`src/rtl/neuron_row_mac_if.sv`:
```
// rtl/neuron_row_mac_if.sv - pixel stream, weight-bank read port and result bus of one neuron row MAC
interface neuron_row_mac_if #(
  parameter int ADDR_W = 5,
  parameter int D_W    = 16,
  parameter int ACC_W  = 40
);
  logic              START;
  logic [D_W-1:0]    X_IN;
  logic              X_VALID;
  logic              X_READY;
  logic [ADDR_W-1:0] W_ADDR;
  logic              W_EN;
  logic              W_WE;
  logic [D_W-1:0]    W_DI;
  logic [D_W-1:0]    W_DO;
  logic              BUSY;
  logic              DONE;
  logic [D_W-1:0]    RESULT;
  logic [ACC_W-1:0]  ACC_OUT;

  modport master (
    input  START, X_IN, X_VALID, W_DO,
    output X_READY, W_ADDR, W_EN, W_WE, W_DI, BUSY, DONE, RESULT, ACC_OUT
  );

  modport slave (
    output START, X_IN, X_VALID, W_DO,
    input  X_READY, W_ADDR, W_EN, W_WE, W_DI, BUSY, DONE, RESULT, ACC_OUT
  );
endinterface

```
`src/rtl/neuron_row_mac.sv`:
```
// rtl/neuron_row_mac.sv - streams one 28-entry weight bank against input pixels, returns a Q8.8 saturated dot product
module neuron_row_mac #(
  parameter int N_W    = 28,
  parameter int ADDR_W = 5,
  parameter int D_W    = 16,
  parameter int ACC_W  = 40
) (
  input  logic CLK,
  input  logic RST_N,
  neuron_row_mac_if.master bus
);

  typedef enum logic [1:0] {IDLE, RUN, DRAIN, DONE_ST} state_t;

  localparam logic [ADDR_W-1:0]       LAST_ADDR = ADDR_W'(N_W - 1);
  localparam logic signed [ACC_W-1:0] SAT_MAX   = ACC_W'((2 ** (D_W - 1)) - 1);
  localparam logic signed [ACC_W-1:0] SAT_MIN   = -SAT_MAX - 1;

  state_t                   state, state_next;
  logic [ADDR_W-1:0]        count;
  logic signed [ACC_W-1:0]  acc;
  logic signed [D_W-1:0]    x_reg;
  logic                     mac_pend;
  logic [D_W-1:0]           result_r;
  logic [ACC_W-1:0]         acc_out_r;

  logic                     ready;
  logic                     hs;
  logic signed [2*D_W-1:0]  prod;
  logic signed [ACC_W-1:0]  prod_ext;
  logic signed [ACC_W-1:0]  shifted;
  logic [D_W-1:0]           result_sat;

  assign ready    = (state == RUN);
  assign hs       = ready & bus.X_VALID;
  assign prod     = x_reg * $signed(bus.W_DO);
  assign prod_ext = {{(ACC_W - 2*D_W){prod[2*D_W-1]}}, prod};
  assign shifted  = acc >>> 8;

  always_comb begin
    result_sat = shifted[D_W-1:0];
    if (shifted > SAT_MAX)
      result_sat = SAT_MAX[D_W-1:0];
    else if (shifted < SAT_MIN)
      result_sat = SAT_MIN[D_W-1:0];
  end

  // DRAIN lingers until the last pending product has landed in acc, so the snapshot is always complete
  always_comb begin
    state_next = state;
    case (state)
      IDLE:    if (bus.START) state_next = RUN;
      RUN:     if (hs && count == LAST_ADDR) state_next = DRAIN;
      DRAIN:   if (!mac_pend) state_next = DONE_ST;
      DONE_ST: state_next = IDLE;
      default: state_next = IDLE;
    endcase
  end

  always_ff @(posedge CLK or negedge RST_N) begin
    if (!RST_N)
      state <= IDLE;
    else
      state <= state_next;
  end

  always_ff @(posedge CLK or negedge RST_N) begin
    if (!RST_N) begin
      count     <= '0;
      acc       <= '0;
      x_reg     <= '0;
      mac_pend  <= 1'b0;
      result_r  <= '0;
      acc_out_r <= '0;
    end else begin
      mac_pend <= hs;
      if (state == IDLE && bus.START) begin
        acc   <= '0;
        count <= '0;
      end else if (mac_pend) begin
        acc <= acc + prod_ext;
      end
      if (hs) begin
        x_reg <= $signed(bus.X_IN);
        if (count != LAST_ADDR)
          count <= count + 1'b1;
      end
      if (state == DRAIN && !mac_pend) begin
        acc_out_r <= acc;
        result_r  <= result_sat;
      end
    end
  end

  assign bus.X_READY = ready;
  assign bus.W_EN    = hs;
  assign bus.W_ADDR  = count;
  assign bus.W_WE    = 1'b0;
  assign bus.W_DI    = '0;
  assign bus.BUSY    = (state == RUN) || (state == DRAIN);
  assign bus.DONE    = (state == DONE_ST);
  assign bus.RESULT  = result_r;
  assign bus.ACC_OUT = acc_out_r;

endmodule
```
`src/flat_wrapper.sv`:
```
// flat-port wrapper written by rule: the top's interface ports become plain ports
module neuron_row_mac_flat 
#(
  parameter int N_W    = 28,
  parameter int ADDR_W = 5,
  parameter int D_W    = 16,
  parameter int ACC_W  = 40
)
  (CLK, RST_N, bus_START, bus_X_IN, bus_X_VALID, bus_W_DO, bus_X_READY, bus_W_ADDR, bus_W_EN, bus_W_WE, bus_W_DI, bus_BUSY, bus_DONE, bus_RESULT, bus_ACC_OUT);
  neuron_row_mac_if #(.ADDR_W(ADDR_W), .D_W(D_W), .ACC_W(ACC_W)) bus_i ();
  input  logic CLK;
  input  logic RST_N;
  input wire logic [$bits(bus_i.START)-1:0] bus_START;
  input wire logic [$bits(bus_i.X_IN)-1:0] bus_X_IN;
  input wire logic [$bits(bus_i.X_VALID)-1:0] bus_X_VALID;
  input wire logic [$bits(bus_i.W_DO)-1:0] bus_W_DO;
  output wire logic [$bits(bus_i.X_READY)-1:0] bus_X_READY;
  output wire logic [$bits(bus_i.W_ADDR)-1:0] bus_W_ADDR;
  output wire logic [$bits(bus_i.W_EN)-1:0] bus_W_EN;
  output wire logic [$bits(bus_i.W_WE)-1:0] bus_W_WE;
  output wire logic [$bits(bus_i.W_DI)-1:0] bus_W_DI;
  output wire logic [$bits(bus_i.BUSY)-1:0] bus_BUSY;
  output wire logic [$bits(bus_i.DONE)-1:0] bus_DONE;
  output wire logic [$bits(bus_i.RESULT)-1:0] bus_RESULT;
  output wire logic [$bits(bus_i.ACC_OUT)-1:0] bus_ACC_OUT;
  assign bus_i.START = bus_START;
  assign bus_i.X_IN = bus_X_IN;
  assign bus_i.X_VALID = bus_X_VALID;
  assign bus_i.W_DO = bus_W_DO;
  assign bus_X_READY = bus_i.X_READY;
  assign bus_W_ADDR = bus_i.W_ADDR;
  assign bus_W_EN = bus_i.W_EN;
  assign bus_W_WE = bus_i.W_WE;
  assign bus_W_DI = bus_i.W_DI;
  assign bus_BUSY = bus_i.BUSY;
  assign bus_DONE = bus_i.DONE;
  assign bus_RESULT = bus_i.RESULT;
  assign bus_ACC_OUT = bus_i.ACC_OUT;
  neuron_row_mac #(.N_W(N_W), .ADDR_W(ADDR_W), .D_W(D_W), .ACC_W(ACC_W)) u_core (.CLK(CLK), .RST_N(RST_N), .bus(bus_i));
endmodule
```
`config.mk`:
```
export PLATFORM = sky130hd
export DESIGN_NAME = neuron_row_mac_flat
export DESIGN_NICKNAME = d
export VERILOG_FILES = /design/src/rtl/neuron_row_mac_if.sv /design/src/rtl/neuron_row_mac.sv /design/src/flat_wrapper.sv
export SDC_FILE = /design/constraint.sdc
export NUM_CORES = 1
export LEC_CHECK = 0
export ABC_AREA = 1
export CORE_AREA = 2 2 265 163
export DETAILED_ROUTE_END_ITERATION = 8
export DIE_AREA = 0 0 267 165
export PLACE_DENSITY_LB_ADDON = 0.12
export SLEW_MARGIN = 20
export SYNTH_ARGS = -nofsm -noshare
export SYNTH_HDL_FRONTEND = slang
export SYNTH_SLANG_ARGS = --single-unit
```
`constraint.sdc`:
```
create_clock -name CLK -period 17.6 [get_ports CLK]
set_input_delay 2.64 -clock CLK [delete_from_list [all_inputs] [get_ports CLK]]
set_output_delay 2.64 -clock CLK [all_outputs]
set_load 0.005 [all_outputs]
```
# [Word-level counts from Yosys, hierarchy flattened]
# Index checks and enable logic that the tools add are counted.
[classes] n_bitwise=1 shift=0 reduce_logical=8 addsub=2 n_div=0 muxes=11 magnitude_cmp=2 eq_ne=8 n_mul=1
[op_table] op="two-way mux 40 bit" n=2
[op_table] op="adder 40 x 32 -> 40 bit" n=1
[op_table] op="> comparator 32 x 16 -> 1 bit (second input constant)" n=1
[op_table] op="< comparator 32 x 16 -> 1 bit (second input constant)" n=1
[op_table] op="multiplier 16 x 16 -> 32 bit" n=1
[op_table] op="two-way mux 16 bit" n=2
[op_table] op="two-way mux 5 bit" n=3
[op_table] op="one-hot mux 2 bit (4 select lines)" n=1
[op_table] op="two-way mux 2 bit" n=3
[op_table] op="!= test 2 bit (second input constant)" n=3
[op_table] op="adder 5 x 1 -> 5 bit (second input constant)" n=1
[op_table] op="== test 5 bit (second input constant)" n=1
[op_table] op="!= test 5 bit (second input constant)" n=1
[op_table] op="== test 2 bit (second input constant)" n=2
[op_table] op="logical AND 1 bit" n=3
[op_table] op="AND reduction 3 bit" n=1
[op_table] op="== test 2 x 1 -> 1 bit (second input constant)" n=1
[op_table] op="logical NOT 2 bit" n=1
[op_table] op="nonzero test 2 bit" n=1
[op_table] op="bitwise AND 1 bit" n=1
[op_table] op="logical NOT 1 bit" n=1
[op_table] op="logical OR 1 bit" n=1
[totals] ramBits=0 register_bits=120 latch_bits=0 mem_bits_ro=0 memories=0 input_bits=36

# [Longest topological paths before layout]
# Gate-level depths: netlist of the first run.
[logic_depth] depth_word=5 mapped_depth=30

# [Least setup slack after synthesis of the first run]
# OpenSTA, ideal clock, no wires.
[synth_path] path_kind="input to register" start="input bus_W_DO[5]" end="register u_core.acc[39]" path_stages=24 slack_ps=9475 t_arrival_ps=8007 required_time_ps=17482 cell_sequence="clkbuf_1 -> clkbuf_1 -> nand2_1 -> fa_1 -> inv_1 -> fa_1 -> inv_1 -> fa_1 -> fa_1 -> inv_1 -> fa_1 -> inv_1 -> fa_1 -> inv_1 -> ha_1 -> nand2_1 -> nor2_1 -> nand2_1 -> nor2_1 -> nand3_1 -> nand3_1 -> nand2_1 -> nand3_1 -> nand2_1"
[synth_between] elab_chain_len=4
[synth_rtl] element="from (decl)" line_no="flat_wrapper.sv:16" source="input wire logic [$bits(bus_i.W_DO)-1:0] bus_W_DO;"
[synth_rtl] element="multiplier 16 x 16 -> 32 bit" line_no="neuron_row_mac.sv:36" source="assign prod = x_reg * $signed(bus.W_DO);"
[synth_rtl] element="adder 40 x 32 -> 40 bit" line_no="neuron_row_mac.sv:81" source="acc <= acc + prod_ext;"
[synth_rtl] element="two-way mux 40 bit" line_no="neuron_row_mac.sv:80" source="end else if (mac_pend) begin"
[synth_rtl] element="two-way mux 40 bit" line_no="neuron_row_mac.sv:77" source="if (state == IDLE && bus.START) begin"
[synth_rtl] element="to (signal assigned)" line_no="neuron_row_mac.sv:81"
[synth_rtl] element="to (decl)" line_no="neuron_row_mac.sv:21" source="logic signed [ACC_W-1:0] acc;"
# Every way passes these cells. The select of a mux whose other input is x is not followed.
# A chain may end at the register's enable or synchronous reset.

# [Worst setup path after layout of the first run]
[layout_path] start="input bus_W_DO[1]" end="register u_core.acc[36]"
# Same word-level chain as after synthesis.

==> results.toml, run 1 <==
[critical_path]
critPathLaunchType = "input pin"
r2r_slack_ps = 11050
crit_path_end_kind = "flip-flop"
reg2reg_to = "u_core.acc[36]"
timing.rr.start = "u_core.x_reg[15]"
required_ps = 17930
criticalPathCategory = "in2reg"
crit_arrival_ps = 9430
r2r_cells = 23
critPathMaxFanout = 16

[clock_tree]
htree_levels = 4
root_buffer = "clkbuf_16"
cts_tree = "built"
clk_latency_ps = 440
cts_resized = 0
clk_pin_slew_ps = 70
clockBufferDepth = 2
ctsHoldBuffers = 0
numClockSinks = 120
postCtsSetupBuffers = 0
cts_buffers = 17

[worst_hold_path]
hold_end = "u_core.bus.RESULT[15]"
hold_path_class = "reg2reg"
worstHoldStart = "u_core.bus.RESULT[15]"
worstHoldPathCells = 2

[global_route]
grt_pass1_vias = 15300
grt_max_degree = 91
grt.overflow.total = 0
gr-usage-all-layers_pct = 25.4
grt_pass1_wl_um = 84600
antenna_found_initial = 0

[timing]
skew_ps = 11.6
worst_slack_ps = 8500
hold_viol = 0
fin_crit_ps = 9100
max_slew_margin_pct = 36.5
timing.hold.ws_ps = 478
setup_violations = 0
fin_crit_sh_pct = 51.7
fmax_ghz = 0.110
finalSetupTns_ps = 0
slew_violations = 0
worst_pin_slew_ps = 952
rsz0062_at_grt = "false"

[synthesis]
ys_ff_latch = 120
synthArstFlopShare_pct = 100
netlist_top_cells_count = "nand2_1 (712), inv_1 (672), fa_1 (330), ha_1 (121), dfrtp_1 (120)"
yosysTopAreaCell = "fa_1"
synthTopCellsByArea = "fa_1 (36%), dfrtp_1 (16%), nand2_1 (14%)"
synth_edf_count = 0
synth_cell_type_count = 41
syn-cell-area_um2 = 18500
syn_area_per_cell_um2 = 7.74
synth_flop_cell = "dfrtp_1"
synthCells = 2388
ys_seq_area_share_pct = 16.2
synth-warning-count = 0
yosysMostFrequentCell = "nand2_1"
netlist.area_leader.share_pct = 35.7

[cells_and_area]
seq_area_um2 = 3000
syn2layout_area_growth_pct = 10.7
drive_gt1_share_pct = 2.74
n_antenna_cell = 0
utilization_pct = 49.4
multi_input_area_um2 = 12600
nets = 2918
fillers = 4138

[route]
via_per_inst = 4.79
drt_iter0_drc = 1091
wl_um = 51400
vias = 14400
antenna_left = 0
drc = 0
dr.pass1.iters = 8
wire_per_inst_um = 17.0

[status]
run_status = "completed"

[floorplan]
rows = 58
die_w_um = 267
io_pins = 118
dieArea_um2 = 44100
initial_core_util_pct = 44.6
core_area_um2 = 41400
fp.dieH_um = 165

[placement]
place_hpwl_um = 43200
post-place-ws_ps = 8080
routabilityCongestion = 0.974
port-buffer-count = 100

[run]
maxCapViolCount = 0
[layer usage]
layer	vias up	global-route usage, %	wire length (µm)
met5	-	0	0
met3	33	3.58	2760
met4	0	4.16	487
met2	319	39.1	22000
li1	6865	-	-
met1	7229	38.6	26100
[through the flow]
step / instances / cell area (µm²)
after CTS: 3014 / 20500
after global placement: 2982 / 19900
after detailed placement: 2982 / 19900
after global routing: 3014 / 20500
final: 3014 / 20500
after floorplan: 2404 / 18500
[layout make-up]
type / count / share of cell area (%)
clock buffer: 17 / 2.08
clock inverter: 15 / 0.868
inverter: 675 / 12.4
multi-input combinational: 1509 / 61.4
sequential: 120 / 14.7
tap: 570 / 3.48
timing repair buffer: 108 / 5.17
[cell usage in the layout, fill, tap and decap left out, types with 17 or more instances in the layout]
| cell | count |
|---|---|
| nand3_1 | 46 |
| clkdlybuf4s50_1 | 99 |
| inv_1 | 672 |
| dfrtp_1 | 120 |
| a21oi_1 | 38 |
| fa_1 | 330 |
| o21ai_0 | 68 |
| nand2_1 | 711 |
| clkbuf_16 | 17 |
| nor2_1 | 99 |
| conb_1 | 17 |
| ha_1 | 121 |
[logic make-up (layout without fill, tap and decap cells)]
group / Yosys count / count (layout) / synth area share, %
simple gates: 900 / 900 / 19.4
xor+xnor: 3 / 3 / 0.142
compound gates: 138 / 138 / 4.16
buf+inv: 775 / 815 / 16.2
flops: 120 / 120 / 16.2
fa+ha+maj: 451 / 451 / 43.9
other cells: 1 / 17 / 0.0203
[how the worst max path moves through the flow]
stage          slack, ps   startpoint              to  cells past startpoint
2_1_floorplan       9470  bus_W_DO[5]  u_core.acc[39]                     24
3_3_place_gp        8280  bus_W_DO[1]  u_core.acc[37]                     23
3_5_place_dp        8080  bus_W_DO[1]  u_core.acc[36]                     23
4_1_cts             8520  bus_W_DO[1]  u_core.acc[36]                     23
5_1_grt             8020  bus_W_DO[1]  u_core.acc[37]                     23
6_report            8500  bus_W_DO[1]  u_core.acc[36]                     23
[critical path: stages]
cell	delay, ps
clkdlybuf4s50_1	750
nand2_1	340
inv_1	100
fa_1	770
fa_1	460
inv_1	330
fa_1	640
fa_1	770
inv_1	170
fa_1	510
inv_1	50
fa_1	470
inv_1	40
ha_1	370
nand2_1	130
nor2_1	160
nand2_1	120
nor2_1	160
nand3_1	140
nand3_1	120
nand2_1	50
nand3_1	70
nand2_1	50
Power of run 1 is left out: the tool's default activity adds up to more than one toggle a clock period on the data nets, which glitch-free logic cannot reach.
==> run 2, diff against run 1 <==
==> constraint.sdc (replaced) <==
create_clock -name CLK -period 7.58 [get_ports CLK]
set_input_delay 1.137 -clock CLK [delete_from_list [all_inputs] [get_ports CLK]]
set_output_delay 1.137 -clock CLK [all_outputs]
set_load 0.005 [all_outputs]
==> results.toml, run 2 (synthesis gave the netlist of run 1 again) <==
[floorplan]
rows = 58
io_pins = 118
core_area_um2 = 41400
initial_core_util_pct = 44.6
die_w_um = 267
fp.dieH_um = 165
dieArea_um2 = 44100

[global_route]
antenna_found_initial = 0
grt_pass1_vias = 15000
grt_max_degree = 91
grt.overflow.total = 0
grt_pass1_wl_um = 84200
gr-usage-all-layers_pct = 25.3

[route]
dr.pass1.iters = 5
antenna_left = 0
drt_iter0_drc = 1178
via_per_inst = 4.77
wire_per_inst_um = 16.9
wl_um = 51500
vias = 14500
drc = 0

[run]
maxCapViolCount = 0

[cells_and_area]
fillers = 4146
syn2layout_area_growth_pct = 12.2
layout_common_cells = "nand2_1 (711), inv_1 (672), fa_1 (330), ha_1 (121), dfrtp_1 (120)"
n_antenna_cell = 0
drive_gt1_share_pct = 3.80
fin_cells = 3042
final_common_cell = "nand2_1"
nets = 2946

[critical_path]
required_ps = 7910
r2r_cells = 23
slowest_delay_ps = 740
reg2reg_to = "u_core.acc[36]"
cp_slowest_cell = "clkdlybuf4s50_1"
r2r_slack_ps = 1090
crit_arrival_ps = 7420
critPathLaunchType = "input pin"
cp_cell_sequence = "clkdlybuf4s50_1 > nand2_1 > inv_1 > fa_1 > buf_4 > fa_1 > inv_1 > fa_1 > inv_1 > fa_1 > fa_1 > inv_1 > fa_1 > inv_1 > ha_1 > nand2_1 > nor2_1 > nand2_1 > nor3_1 > nand3_1 > nand3_1 > nand2_1 > nand3_1 > nand2_1"
criticalPathCategory = "in2reg"
critPathMaxFanout = 7
crit_path_frequent_cell = "fa_1"
crit_path_end_kind = "flip-flop"
timing.rr.start = "u_core.x_reg[15]"

[clock_tree]
postCtsSetupBuffers = 0
cts_buffers = 17
numClockSinks = 120
clockBufferDepth = 2
clk_pin_slew_ps = 70
root_buffer = "clkbuf_16"
htree_levels = 4
cts_resized = 0
cts_tree = "built"
clk_latency_ps = 440
ctsHoldBuffers = 0

[placement]
place_hpwl_um = 43700
place_inst = 3010
port-buffer-count = 100
routabilityCongestion = 0.917

[worst_hold_path]
hold_path_class = "reg2reg"
hold_end = "u_core.bus.RESULT[3]"
worstHoldStart = "u_core.bus.RESULT[3]"
worstHoldPathCells = 2

[timing]
slew_violations = 0
fin_crit_sh_pct = 93.4
finalSetupTns_ps = 0
rsz0062_at_grt = "false"
hold_viol = 0
fin_crit_ps = 7080
max_slew_margin_pct = 20.6
worst_pin_slew_ps = 1190
setup_violations = 0
skew_ps = 13.0
fmax_ghz = 0.141

[status]
run_status = "completed"
## run 2: area by class of cell
type / count / area (µm²) / area share [%]
well taps: 570 / 713 / 3.44
repair buffers: 136 / 1300 / 6.25
flip-flops and latches: 120 / 3000 / 14.5
inverters: 675 / 2530 / 12.2
clock inverters: 13 / 194 / 0.935
multi-input cells: 1509 / 12600 / 60.5
clock buffers: 19 / 443 / 2.14
## run 2: how the worst max path moves through the flow
stage                     endpoint  slack [ps]         start
finish              u_core.acc[36]         500   bus_W_DO[2]
floorplan           u_core.acc[39]         960   bus_W_DO[5]
global route        u_core.acc[36]         140   bus_W_DO[2]
CTS                 u_core.acc[21]         520  bus_W_DO[12]
detailed placement  u_core.acc[21]          60  bus_W_DO[12]
global placement    u_core.acc[36]          70   bus_W_DO[2]
## run 2: critical path, delay by kind of cell
kind          cells  cell delay (ps)
buf+inv           7             1260
fa+ha+maj         7             3380
simple gates     10             1600
## run 2: per-stage QoR
stage	instance area [µm²]	setup WS (ps)	hold WS, ps	util, %
after floorplan	18500	958	472	-
after global placement	20100	71.9	466	48.5
after detailed placement	20100	63.7	465	48.5
after CTS	20700	521	481	50.1
after global routing	20700	136	498	50.1
final	20700	497	475	50.1
## run 2: per-layer routing
layer / vias to the layer above / global-route usage [%] / part of all wire (%) / wire length [µm]
met5: - / 0 / 0 / 0
met1: 7172 / 39.6 / 51 / 26400
met2: 379 / 37.1 / 41 / 21200
li1: 6928 / - / - / -
met4: 0 / 4.37 / 1.0 / 540
met3: 30 / 4.00 / 6.4 / 3320
Power of run 2 is left out for the same reason.
==> run 3, diff against run 2 <==
==> constraint.sdc (replaced) <==
create_clock -name CLK -period 7.58 [get_ports CLK]
set_input_delay 1.137 -clock CLK [delete_from_list [all_inputs] [get_ports CLK]]
set_output_delay 1.137 -clock CLK [all_outputs]
set_load 0.01 [all_outputs]
==> results of run 3 <==
Final layout, timing and power as in run 2 (identical DEF).
Power of run 3 is left out for the same reason.
